===== config.mk =====
export PLATFORM = sky130hd
export DESIGN_NAME = otp_auth_core_flat
export DESIGN_NICKNAME = d
export VERILOG_FILES = /design/src/rtl/otp_auth_core_if.sv /design/src/rtl/otp_auth_core.sv /design/src/flat_wrapper.sv
export SDC_FILE = /design/constraint.sdc
export NUM_CORES = 1
export LEC_CHECK = 0
export CAP_MARGIN = 20
export CORE_MARGIN = 2
export CORE_UTILIZATION = 33
export CTS_BUF_LIST = sky130_fd_sc_hd__clkbuf_16
export DETAILED_ROUTE_END_ITERATION = 8
export PLACE_DENSITY = 0.47
export SYNTH_ARGS = -nofsm -noshare
export SYNTH_HDL_FRONTEND = slang
export SYNTH_SLANG_ARGS = --single-unit

===== constraint.sdc =====
create_clock -name clk -period 6.8 [get_ports clk]
set_clock_uncertainty 0.15 [all_clocks]
set_input_delay 1.7 -clock clk [delete_from_list [all_inputs] [get_ports clk]]
set_output_delay 1.7 -clock clk [all_outputs]
set_load 0.02 [all_outputs]

===== src/rtl/otp_auth_core_if.sv =====
// Handshake and status bundle for the OTP authenticator core.
// The master side keys digits and starts sessions; the slave side reports results.
interface otp_auth_core_if #(
  parameter int DIGITS = 4
);
  logic                  otp_latch;
  logic                  user_latch;
  logic [3:0]            user_in;
  logic [DIGITS*4-1:0]   otp_value;
  logic                  busy;
  logic                  pass;
  logic                  fail;
  logic                  locked;

  modport master (
    output otp_latch, user_latch, user_in,
    input  otp_value, busy, pass, fail, locked
  );

  modport slave (
    input  otp_latch, user_latch, user_in,
    output otp_value, busy, pass, fail, locked
  );
endinterface


===== src/rtl/otp_auth_core.sv =====
// OTP authenticator: LFSR-sourced one-time password, digit entry with timeout,
// retry counting with lockout, and two scanned active-low seven-segment buses.
module otp_auth_core #(
  parameter int          DIGITS    = 4,
  parameter logic [15:0] SEED      = 16'hACE1,
  parameter int          MAX_TRIES = 3,
  parameter int          TIMEOUT   = 1000,
  parameter int          SCAN_DIV  = 50000
) (
  input  logic              clk,
  input  logic              reset,
  otp_auth_core_if.slave    bus,
  output logic [6:0]        otp_seg,
  output logic [6:0]        user_seg,
  output logic [DIGITS-1:0] an
);

  localparam int NW  = DIGITS * 4;
  localparam int IW  = (DIGITS > 1) ? $clog2(DIGITS) : 1;
  localparam int CW  = $clog2(DIGITS + 1);
  localparam int TRW = $clog2(MAX_TRIES + 1);
  localparam int TW  = $clog2(TIMEOUT);
  localparam int SW  = (SCAN_DIV > 1) ? $clog2(SCAN_DIV) : 1;

  typedef enum logic [1:0] {
    ST_IDLE   = 2'd0,
    ST_ENTRY  = 2'd1,
    ST_CHECK  = 2'd2,
    ST_LOCKED = 2'd3
  } state_t;

  function automatic logic [6:0] hex_seg(input logic [3:0] d);
    logic [6:0] s;
    case (d)
      4'h0: s = 7'h40;  4'h1: s = 7'h79;  4'h2: s = 7'h24;  4'h3: s = 7'h30;
      4'h4: s = 7'h19;  4'h5: s = 7'h12;  4'h6: s = 7'h02;  4'h7: s = 7'h78;
      4'h8: s = 7'h00;  4'h9: s = 7'h10;  4'hA: s = 7'h08;  4'hB: s = 7'h03;
      4'hC: s = 7'h46;  4'hD: s = 7'h21;  4'hE: s = 7'h06;  4'hF: s = 7'h0E;
      default: s = 7'h7F;
    endcase
    return s;
  endfunction

  state_t            state_r, state_s;
  logic [15:0]       lfsr_r, lfsr_s;
  logic [NW-1:0]     otp_r, otp_s;
  logic [NW-1:0]     entry_r, entry_s;
  logic [DIGITS-1:0] written_r, written_s;
  logic [CW-1:0]     cnt_r, cnt_s;
  logic [TRW-1:0]    tries_r, tries_s, tries_inc_s;
  logic [TW-1:0]     timer_r, timer_s;
  logic [SW-1:0]     scan_r, scan_s;
  logic [IW-1:0]     index_r, index_s;
  logic [IW-1:0]     slot_s;
  logic              start_s, match_s;
  logic              pass_r, pass_s, fail_r, fail_s;
  logic              busy_r, busy_s, locked_r, locked_s;
  logic [6:0]        otp_seg_r, otp_seg_s, user_seg_r, user_seg_s;
  logic [DIGITS-1:0] an_r, an_s;

  // Session FSM next state: capture, digit entry, timeout and verdict.
  always_comb begin
    state_s     = state_r;
    otp_s       = otp_r;
    entry_s     = entry_r;
    written_s   = written_r;
    cnt_s       = cnt_r;
    tries_s     = tries_r;
    timer_s     = timer_r;
    pass_s      = 1'b0;
    fail_s      = 1'b0;
    lfsr_s      = {lfsr_r[14:0], lfsr_r[15] ^ lfsr_r[14] ^ lfsr_r[12] ^ lfsr_r[3]};
    start_s     = bus.otp_latch && ((state_r == ST_IDLE) || (state_r == ST_ENTRY));
    slot_s      = IW'(DIGITS - 1) - IW'(cnt_r);
    match_s     = (cnt_r == CW'(DIGITS)) && (entry_r == otp_r);
    tries_inc_s = tries_r + TRW'(1);

    if (start_s) begin
      // A restart wins over a coincident digit latch.
      otp_s     = lfsr_r[NW-1:0];
      entry_s   = {NW{1'b0}};
      written_s = {DIGITS{1'b0}};
      cnt_s     = {CW{1'b0}};
      timer_s   = {TW{1'b0}};
      state_s   = ST_ENTRY;
    end else begin
      case (state_r)
        ST_IDLE: state_s = ST_IDLE;
        ST_ENTRY: begin
          if (bus.user_latch) begin
            entry_s[{slot_s, 2'b00} +: 4] = bus.user_in;
            written_s[slot_s]             = 1'b1;
            cnt_s                         = cnt_r + CW'(1);
            timer_s                       = {TW{1'b0}};
            if (cnt_r == CW'(DIGITS - 1)) begin
              state_s = ST_CHECK;
            end else begin
              state_s = ST_ENTRY;
            end
          end else if (timer_r == TW'(TIMEOUT - 1)) begin
            // Short entry never matches, so CHECK reports the timeout as a fail.
            state_s = ST_CHECK;
          end else begin
            timer_s = timer_r + TW'(1);
          end
        end
        ST_CHECK: begin
          if (match_s) begin
            pass_s  = 1'b1;
            tries_s = {TRW{1'b0}};
            state_s = ST_IDLE;
          end else begin
            fail_s  = 1'b1;
            tries_s = tries_inc_s;
            if (tries_inc_s == TRW'(MAX_TRIES)) begin
              state_s = ST_LOCKED;
            end else begin
              state_s = ST_IDLE;
            end
          end
        end
        ST_LOCKED: state_s = ST_LOCKED;
        default:   state_s = ST_IDLE;
      endcase
    end
  end

  // Display scan and segment decode, aligned with the next registered state.
  always_comb begin
    if (scan_r == SW'(SCAN_DIV - 1)) begin
      scan_s = {SW{1'b0}};
      if (index_r == IW'(DIGITS - 1)) begin
        index_s = {IW{1'b0}};
      end else begin
        index_s = index_r + IW'(1);
      end
    end else begin
      scan_s  = scan_r + SW'(1);
      index_s = index_r;
    end
    busy_s   = (state_s == ST_ENTRY) || (state_s == ST_CHECK);
    locked_s = (state_s == ST_LOCKED);
    an_s     = ~(DIGITS'(1) << index_s);
    if (busy_s) begin
      otp_seg_s = hex_seg(otp_s[{index_s, 2'b00} +: 4]);
    end else begin
      otp_seg_s = 7'h7F;
    end
    if (written_s[index_s]) begin
      user_seg_s = hex_seg(entry_s[{index_s, 2'b00} +: 4]);
    end else begin
      user_seg_s = 7'h7F;
    end
  end

  // State and output registers.
  always_ff @(posedge clk) begin
    if (reset) begin
      state_r    <= ST_IDLE;
      lfsr_r     <= SEED;
      otp_r      <= {NW{1'b0}};
      entry_r    <= {NW{1'b0}};
      written_r  <= {DIGITS{1'b0}};
      cnt_r      <= {CW{1'b0}};
      tries_r    <= {TRW{1'b0}};
      timer_r    <= {TW{1'b0}};
      scan_r     <= {SW{1'b0}};
      index_r    <= {IW{1'b0}};
      pass_r     <= 1'b0;
      fail_r     <= 1'b0;
      busy_r     <= 1'b0;
      locked_r   <= 1'b0;
      otp_seg_r  <= 7'h7F;
      user_seg_r <= 7'h7F;
      an_r       <= ~DIGITS'(1);
    end else begin
      state_r    <= state_s;
      lfsr_r     <= lfsr_s;
      otp_r      <= otp_s;
      entry_r    <= entry_s;
      written_r  <= written_s;
      cnt_r      <= cnt_s;
      tries_r    <= tries_s;
      timer_r    <= timer_s;
      scan_r     <= scan_s;
      index_r    <= index_s;
      pass_r     <= pass_s;
      fail_r     <= fail_s;
      busy_r     <= busy_s;
      locked_r   <= locked_s;
      otp_seg_r  <= otp_seg_s;
      user_seg_r <= user_seg_s;
      an_r       <= an_s;
    end
  end

  assign bus.otp_value = otp_r;
  assign bus.busy      = busy_r;
  assign bus.pass      = pass_r;
  assign bus.fail      = fail_r;
  assign bus.locked    = locked_r;
  assign otp_seg       = otp_seg_r;
  assign user_seg      = user_seg_r;
  assign an            = an_r;

endmodule

===== src/flat_wrapper.sv =====
// flat-port wrapper written by rule: the top's interface ports become plain ports
module otp_auth_core_flat 
#(
  parameter int          DIGITS    = 4,
  parameter logic [15:0] SEED      = 16'hACE1,
  parameter int          MAX_TRIES = 3,
  parameter int          TIMEOUT   = 1000,
  parameter int          SCAN_DIV  = 50000
)
  (clk, reset, otp_seg, user_seg, an, bus_otp_latch, bus_user_latch, bus_user_in, bus_otp_value, bus_busy, bus_pass, bus_fail, bus_locked);
  otp_auth_core_if #(.DIGITS(DIGITS)) bus_i ();
  input  logic clk;
  input  logic reset;
  output logic [6:0] otp_seg;
  output logic [6:0] user_seg;
  output logic [DIGITS-1:0] an;
  input wire logic [$bits(bus_i.otp_latch)-1:0] bus_otp_latch;
  input wire logic [$bits(bus_i.user_latch)-1:0] bus_user_latch;
  input wire logic [$bits(bus_i.user_in)-1:0] bus_user_in;
  output wire logic [$bits(bus_i.otp_value)-1:0] bus_otp_value;
  output wire logic [$bits(bus_i.busy)-1:0] bus_busy;
  output wire logic [$bits(bus_i.pass)-1:0] bus_pass;
  output wire logic [$bits(bus_i.fail)-1:0] bus_fail;
  output wire logic [$bits(bus_i.locked)-1:0] bus_locked;
  assign bus_i.otp_latch = bus_otp_latch;
  assign bus_i.user_latch = bus_user_latch;
  assign bus_i.user_in = bus_user_in;
  assign bus_otp_value = bus_i.otp_value;
  assign bus_busy = bus_i.busy;
  assign bus_pass = bus_i.pass;
  assign bus_fail = bus_i.fail;
  assign bus_locked = bus_i.locked;
  otp_auth_core #(.DIGITS(DIGITS), .SEED(SEED), .MAX_TRIES(MAX_TRIES), .TIMEOUT(TIMEOUT), .SCAN_DIV(SCAN_DIV)) u_core (.clk(clk), .reset(reset), .bus(bus_i), .otp_seg(otp_seg), .user_seg(user_seg), .an(an));
endmodule

==> results of run 1 <==
[logic make-up (layout without fill, tap and decap cells)]
kind of cell,Yosys count,in the layout
and+or+nand+nor,229,229
DFF,109,109
AOI/OAI and AO/OA,107,107
buffers and inverters,40,81
xor gates and xnor gates,36,36
muxes,36,36
adders and majority gates,24,24
[layout make-up]
class	count	area, um2
sequential	109	2180
timing repair buffer	51	495
multi-input combinational	432	2980
clock inverter	7	80.1
clock buffer	9	225
inverter	14	52.6
fill	1606	9540
tap	216	270
[routing by layer]
metal / share of wire / up-vias / routed length [um]
met2: 0.48 / 79 / 6310
met4: 0.0089 / 0 / 117
met3: 0.032 / 10 / 421
li1: - / 2135 / -
met1: 0.48 / 2008 / 6370
met5: 0 / - / 0
[critical path, stage by stage]
cell and delay [ns]:
clkdlybuf4s50_1 0.48, nand2b_1 0.70, mux4_2 0.60, mux2i_1 0.45, inv_1 0.13, ha_1 0.27, and3_1 0.18, or4_1 0.49
[path summary, 6_finish.rpt]
path                                       start                 to  slack (ns)  cells past startpoint
worst max-delay path               bus_otp_latch  u_core.otp_seg[0]        1.88                      8
worst min-delay path            u_core.scan_r[0]   u_core.scan_r[0]        0.29                      1
worst max register to register  u_core.scan_r[5]  u_core.otp_seg[0]        2.40                     10
worst min register to register  u_core.scan_r[0]   u_core.scan_r[0]        0.29                      1
[cells in the mapped netlist, types with 6 or more instances]
cell type and count:
dfxtp_1 109, nor2_1 63, nand2_1 53, a21oi_1 46, xor2_1 26, ha_1 24
clkbuf_1 22, o21ai_0 22, nand3_1 21, mux2i_1 20, inv_1 14, nor2b_1 14
a211oi_1 10, xnor2_1 10, or2_2 9, and3_1 8, o21a_1 8, and4_1 7
nor3_1 7, and3b_1 6, mux4_2 6
[stage by stage]
| step | utilization | power [mW] | worst slack (ns) |
|---|---|---|---|
| after global routing | 0.397 | 1.42 | 1.58 |
| after global placement | 0.378 | 0.827 | 1.60 |
| after CTS | 0.397 | 1.38 | 1.88 |
| after detailed placement | 0.378 | 0.828 | 1.51 |
| final | 0.397 | 1.35 | 1.88 |
| after floorplan | - | 0.775 | 2.24 |
[power groups by stage]
stage	combinational [mW]	sequential (mW)	clock, mW
3_3_place_gp	0.133	0.694	0
4_1_cts	0.135	0.679	0.566
5_1_grt	0.147	0.681	0.592
6_report	0.133	0.678	0.540
2_1_floorplan	0.0772	0.697	0
3_5_place_dp	0.134	0.694	0
[state kept, by name, summed over array words and instances, names as in the netlist]
| name | flops |
|---|---|
| u_core.bus.locked | 1 |
| u_core.entry_r | 16 |
| u_core.lfsr_r | 16 |
| u_core.bus.pass | 1 |
| u_core.scan_r | 16 |
| u_core.bus.otp_value | 16 |
| u_core.cnt_r | 3 |
| u_core.state_r | 2 |
| u_core.bus.busy | 1 |
| u_core.index_r | 2 |
| u_core.bus.fail | 1 |
| u_core.written_r | 4 |
| u_core.otp_seg | 7 |
| u_core.tries_r | 2 |
| u_core.timer_r | 10 |
| u_core.an | 4 |
| u_core.user_seg | 7 |
==> summary.md, run 1 <==
| Metric | Value |
|---|---|
| Outcome | completed |
| Setup Buffers After CTS | 0 |
| CTS tree | built |
| Detailed Route Iter0 Violations | 217 |
| Leak pwr | 2.37 nW |
| Synthesized area | between 0.005 and 0.006 mm2 |
| Cells after synthesis | about 580 |
| Setup violations, final | 0 |
| Vias after detailed routing | roughly 4200 |
| Register area share after synthesis | 0.411 |
| Final worst-path cycle share | 0.723 |
| # H-tree levels | 3 |
| Xor/xnor cell area share of the yosys netlist | 0.0593 |
| Hold Buf Count CTS | 0 |
| RSZ-0062 raised after global routing | no |
| # resized after CTS | 0 |
| Diodes inserted | 0 |
| Die width | between 100 and 150 um |
| Net Count, Synth | approximately 610 |
| Mux share of post-synthesis cell area | 0.0982 |
| Max-cap viol count | 0 |
| Worst slew pin tran | 1.01 ns |
| Cell Int Power | about 1 mW |
| Number of routed nets with antenna violations | 0 |
| Psw | 343 uW |
| Hpwl dp | between 9 and 10 mm |
| Setup tns final | 0 ns |
| Synth warn | 0 |
| Power Density | between 200 and 250 mW/mm2 |
| Sequential Power Share | 0.502 |
| WL final | 13.2 mm |
| Pins Over Slew Limit | 0 |
| Non-Filler Instances | around 840 |
| # rows | 46 |
| Vias in the first global route | roughly 4000 |
| Synthesized area per cell | a little over 9 um2 |
| Top FF cell, synth | dfxtp_1 |
| Clock Tree Buf Depth | 2 |
| Worst EP required | between 6 and 7 ns |
| HP Class | flip-flop to flip-flop |
| Initial antenna violation count | 0 |
| Crit path DAT | 5.00 ns |
| Die height | about 130 um |
| Grt met3 use | 0.0423 |
| Worst VDD drop | ~0.00013 V |
| Clock Latency Late Sink | around 0.35 ns |
| PortBufs | 45 |
| Total CTS buffers | 9 |
| Post-route minimum period | 4.92 ns |
| Clk network pwr share | 0.399 |
| First-pass GRT wire length | ~21 mm |
| Largest net degree at the start of global routing | 48 |
| RePlAce Congestion | approximately 0.83 |
| Most common cell after layout, fill and taps aside | dfxtp_1 |
| CP Class | primary input to flip-flop |
| Final global-route overflow total | 0 |
| Netlist cell types | 56 |
| Most frequent cells in the layout | dfxtp_1 (109), nor2_1 (63), nand2_1 (53), a21oi_1 (46), clkdlybuf4s50_1 (45) |
| Clock slew at reported path FFs | 0.07 ns |
| Starting density of the core | 0.336 |
| CP endpoint kind | flip-flop |
| Area Growth Syn to Fin | 18.3% |
| Share of layout cells above drive strength 1 | 0.0820 |
| Area share of the largest cell type after synthesis | 0.411 |
| Fin. Hold Viols | 0 |
| Crit Path Max Fanout | 21 |
| Placed Cells | between 800 and 900 |
| Fmax | roughly 0.20 GHz |
| CP Launch Type | primary input |
| Synth Area in Simple Gates | 0.225 |
| Comb power frac | 0.099 |
| Largest family of logic cells by synthesized area | simple AND/OR/NAND/NOR gates |
| Tightest hold margin | 0.290 ns |
| Final instance area | 0.00629 mm2 |
| Final nets | around 650 |
| Cell Area, Placed | around 0.006 mm2 |
| GR peak layer | met2 |
| Synth Register Bits | approximately 110 |
| Router iterations before antenna repair | 4 |
| Synth top area cells | dfxtp_1 (41%), ha_1 (5.7%), nor2_1 (4.5%), a21oi_1 (4.3%), xor2_1 (4.3%) |
| WL/cell | roughly 16 um |
| Relative slew slack | 0.315 |
| DR vias/cell | between 5 and 6 |
| GRT Overall Usage | 0.163 |
| Post-synth ARST share | 0 |
| Die Area | ~0.017 mm2 |
| Synth Area in Adders | 0.0565 |
| Compound-Gate Fraction of Synth Area | 0.121 |
| Area leader, netlist | dfxtp_1 |
| IO Pins | between 40 and 50 |
| GR Util met1 | 0.211 |
| # DRC | 0 |
| Clk sinks | ~110 |
| Switch share | 0.253 |
| Clock root cell | clkbuf_16 |
| Post-synth EDFFs | 0 |
| CORE AREA | about 0.016 mm2 |
| Met2 usage | 0.271 |
Note: power is estimated with default switching activity, not from simulation.
==> run 2: changes to the inputs <==
==> constraint.sdc (replaced) <==
create_clock -name clk -period 4.8 [get_ports clk]
set_clock_uncertainty 0.15 [all_clocks]
set_input_delay 1.2 -clock clk [delete_from_list [all_inputs] [get_ports clk]]
set_output_delay 1.2 -clock clk [all_outputs]
set_load 0.02 [all_outputs]
==> run 2 against run 1 <==
Via count shrank 0.12%; cell count up 1.2%; sequential power is 42% higher; sequential share of layout area is 0.30 points lower; global-route usage grew 0.16 points; power rose by 39%; core utilization up 0.35 points; final area is 0.88% higher; clock power increased by 34%; non-clock buffer count increased by 10; worst setup slack got worse by 0.94 ns; clock-buffer cell count stayed put; largest power group unchanged.
==> summary.md, run 2 (same netlist as run 1, synthesis figures left out) <==
| Metric | Value |
|---|---|
| CORE AREA | 0.0158 mm2 (unchanged) |
| WL final | 13.3 mm (was 13.2 mm) |
| Post-route minimum period | 3.86 ns |
| Buf/Inv on CP | 4 (was 2) |
| Clock Latency Late Sink | 0.36 ns (was 0.35 ns) |
| Diodes inserted | 0 (unchanged) |
| RSZ-0062 raised after global routing | no (unchanged) |
| Area Growth Syn to Fin | 19.3% (was 18.3%) |
| GRT Overall Usage | 0.164 (was 0.163) |
| # resized after CTS | 0 (unchanged) |
| Crit path DAT | 4.00 ns (was 5.00 ns) |
| CP Class | flip-flop to flip-flop (was primary input to flip-flop) |
| Final worst-path cycle share | 0.805 |
| Setup crit end | u_core.user_seg[3] (was u_core.otp_seg[0]) |
| Die height | 131 um (unchanged) |
| Setup WS pre-CTS | 0.572 ns (was 1.51 ns) |
| Critical hold path startpoint | u_core.scan_r[0] (unchanged) |
| Crit Path Max Fanout | 9 (was 21) |
| Cell Int Power | 1.38 mW (was 1.01 mW) |
| Final global-route overflow total | 0 (unchanged) |
| # rows | 46 (unchanged) |
| First-pass GRT wire length | 21.4 mm (was 21.1 mm) |
| CP cell instances | or4_4, nor4_4, buf_4, mux2i_2, buf_4, mux2_2, and2_1, inv_1, ha_1, inv_1, nand2_1, o22ai_1, a21oi_1, o21ai_0 (was clkdlybuf4s50_1, nand2b_1, mux4_2, mux2i_1, inv_1, ha_1, and3_1, or4_1) |
| HP Class | flip-flop to flip-flop (unchanged) |
| Final nets | 659 (was 649) |
| Capturing point of the worst reg2reg path | u_core.user_seg[3] (was u_core.otp_seg[0]) |
| Worst reg2reg startpoint | u_core.scan_r[5] (unchanged) |
| Clk sinks | 109 (unchanged) |
| CTS tree | built (unchanged) |
| Setup Buffers After CTS | 0 (unchanged) |
| Worst VDD drop | 0.000175 V (was 0.000133 V) |
| DR vias/cell | 4.98 (was 5.05) |
| RePlAce Congestion | 0.836 (was 0.831) |
| Fillers | 1580 (was 1606) |
| Starting density of the core | 0.336 (unchanged) |
| Total CTS buffers | 9 (unchanged) |
| Most frequent cells in the layout | dfxtp_1 (109), nor2_1 (63), nand2_1 (53), a21oi_1 (46), clkdlybuf4s50_1 (45) (unchanged) |
| CP endpoint kind | flip-flop (unchanged) |
| Critical Path Source | u_core.scan_r[5] (was bus_otp_latch) |
| IO Pins | 46 (unchanged) |
| Vias in the first global route | 4074 (was 4002) |
| # DRC | 0 (unchanged) |
| WL/cell | 15.6 um (was 15.8 um) |
| Final WS setup | 0.937 ns (was 1.88 ns) |
| Outcome | completed (unchanged) |
| Hold Buf Count CTS | 0 (unchanged) |
| Reg2Reg Setup Slack | 0.94 ns (was 2.40 ns) |
| Leak pwr | 2.40 nW (was 2.37 nW) |
| Comb power frac | 0.104 (was 0.099) |
| Sequential Power Share | 0.511 (was 0.502) |
| Pins Over Slew Limit | 0 (unchanged) |
| Worst slew pin tran | 0.855 ns (was 1.01 ns) |
| CP max stage cell | or4_4 (was nand2b_1) |
| Setup violations, final | 0 (unchanged) |
| Detailed Route Iter0 Violations | 195 (was 217) |
| Vias after detailed routing | 4227 (was 4232) |
| Max incr delay on CP | 0.55 ns (was 0.70 ns) |
| Clock root cell | clkbuf_16 (unchanged) |
| CP Launch Type | flip-flop (was primary input) |
| Router iterations before antenna repair | 4 (unchanged) |
| Worst EP required | 4.93 ns (was 6.88 ns) |
| Clk network pwr share | 0.386 (was 0.399) |
| Clock slew at reported path FFs | 0.08 ns (was 0.07 ns) |
| Setup tns final | 0 ns (unchanged) |
| Die width | 131 um (unchanged) |
| Largest net degree at the start of global routing | 45 (was 48) |
| Fmax | between 0.2 and 0.3 GHz |
| Crit path max-delay family | simple AND/OR/NAND/NOR gates (unchanged) |
| Initial antenna violation count | 0 (unchanged) |
| Number of routed nets with antenna violations | 0 (unchanged) |
| Share of layout cells above drive strength 1 | 0.0965 (was 0.0820) |
| Psw | 498 uW (was 343 uW) |
| Most common cell after layout, fill and taps aside | dfxtp_1 (unchanged) |
| Reg2reg path depth | 14 (was 10) |
| Fin. Hold Viols | 0 (unchanged) |
| Power Density | 296 mW/mm2 (was 215 mW/mm2) |
| Clock Tree Buf Depth | 2 (unchanged) |
| Worst path depth | 14 (was 8) |
| Relative slew slack | 0.419 (was 0.315) |
| Die Area | 0.0171 mm2 (unchanged) |
| Max-cap viol count | 0 (unchanged) |
| Hpwl dp | 9.92 mm (was 9.66 mm) |
| # H-tree levels | 3 (unchanged) |
| Switch share | 0.265 (was 0.253) |
| PortBufs | 45 (unchanged) |
-- run 2: worst min-delay path by stage --
stage / end / slack [ns] / depth (start not counted)
after detailed placement: u_core.scan_r[0] / 0.29 / 1
final: u_core.scan_r[0] / 0.29 / 1
after floorplan: u_core.lfsr_r[11] / 0.26 / 1
after CTS: u_core.scan_r[0] / 0.30 / 1
after global routing: u_core.scan_r[0] / 0.32 / 1
after global placement: u_core.scan_r[0] / 0.27 / 1
-- run 2: per-stage QoR --
step | hold slack [ns] | util | cell area (um2) | total power, mW | cells
3_3_place_gp | 0.272 | 0.383 | 6060 | 1.18 | 832
5_1_grt | 0.319 | 0.401 | 6340 | 1.97 | 848
6_report | 0.291 | 0.401 | 6340 | 1.88 | 848
3_5_place_dp | 0.287 | 0.383 | 6060 | 1.18 | 832
4_1_cts | 0.299 | 0.401 | 6340 | 1.91 | 848
2_1_floorplan | 0.259 | - | 5310 | 1.10 | 581
-- run 2: per-layer routing --
metal  vias up  GRT usage  routed length (um)
met5         -          0                   0
met4         0     0.0476                 183
met3        14     0.0452                 581
met2        88      0.273                6320
met1      1964      0.209                6190
li1       2161          -                   -
-- run 2: cell type report --
class                           count  area [um2]  share of cell area
Timing Repair Buffer               61         571              0.0900
Multi-Input combinational cell    432        2980               0.470
Clock buffer                        9         225              0.0355
Sequential cell                   109        2180               0.344
Tap cell                          216         270              0.0426
Clock inverter                      7        60.1             0.00947
Inverter                           14        52.6             0.00829
-- run 2: power groups by stage --
stage	logic [mW]	registers [mW]	clock network, mW
CTS	0.197	0.961	0.755
floorplan	0.109	0.988	0
global placement	0.194	0.983	0
global route	0.215	0.964	0.794
finish	0.195	0.960	0.725
detailed placement	0.196	0.982	0
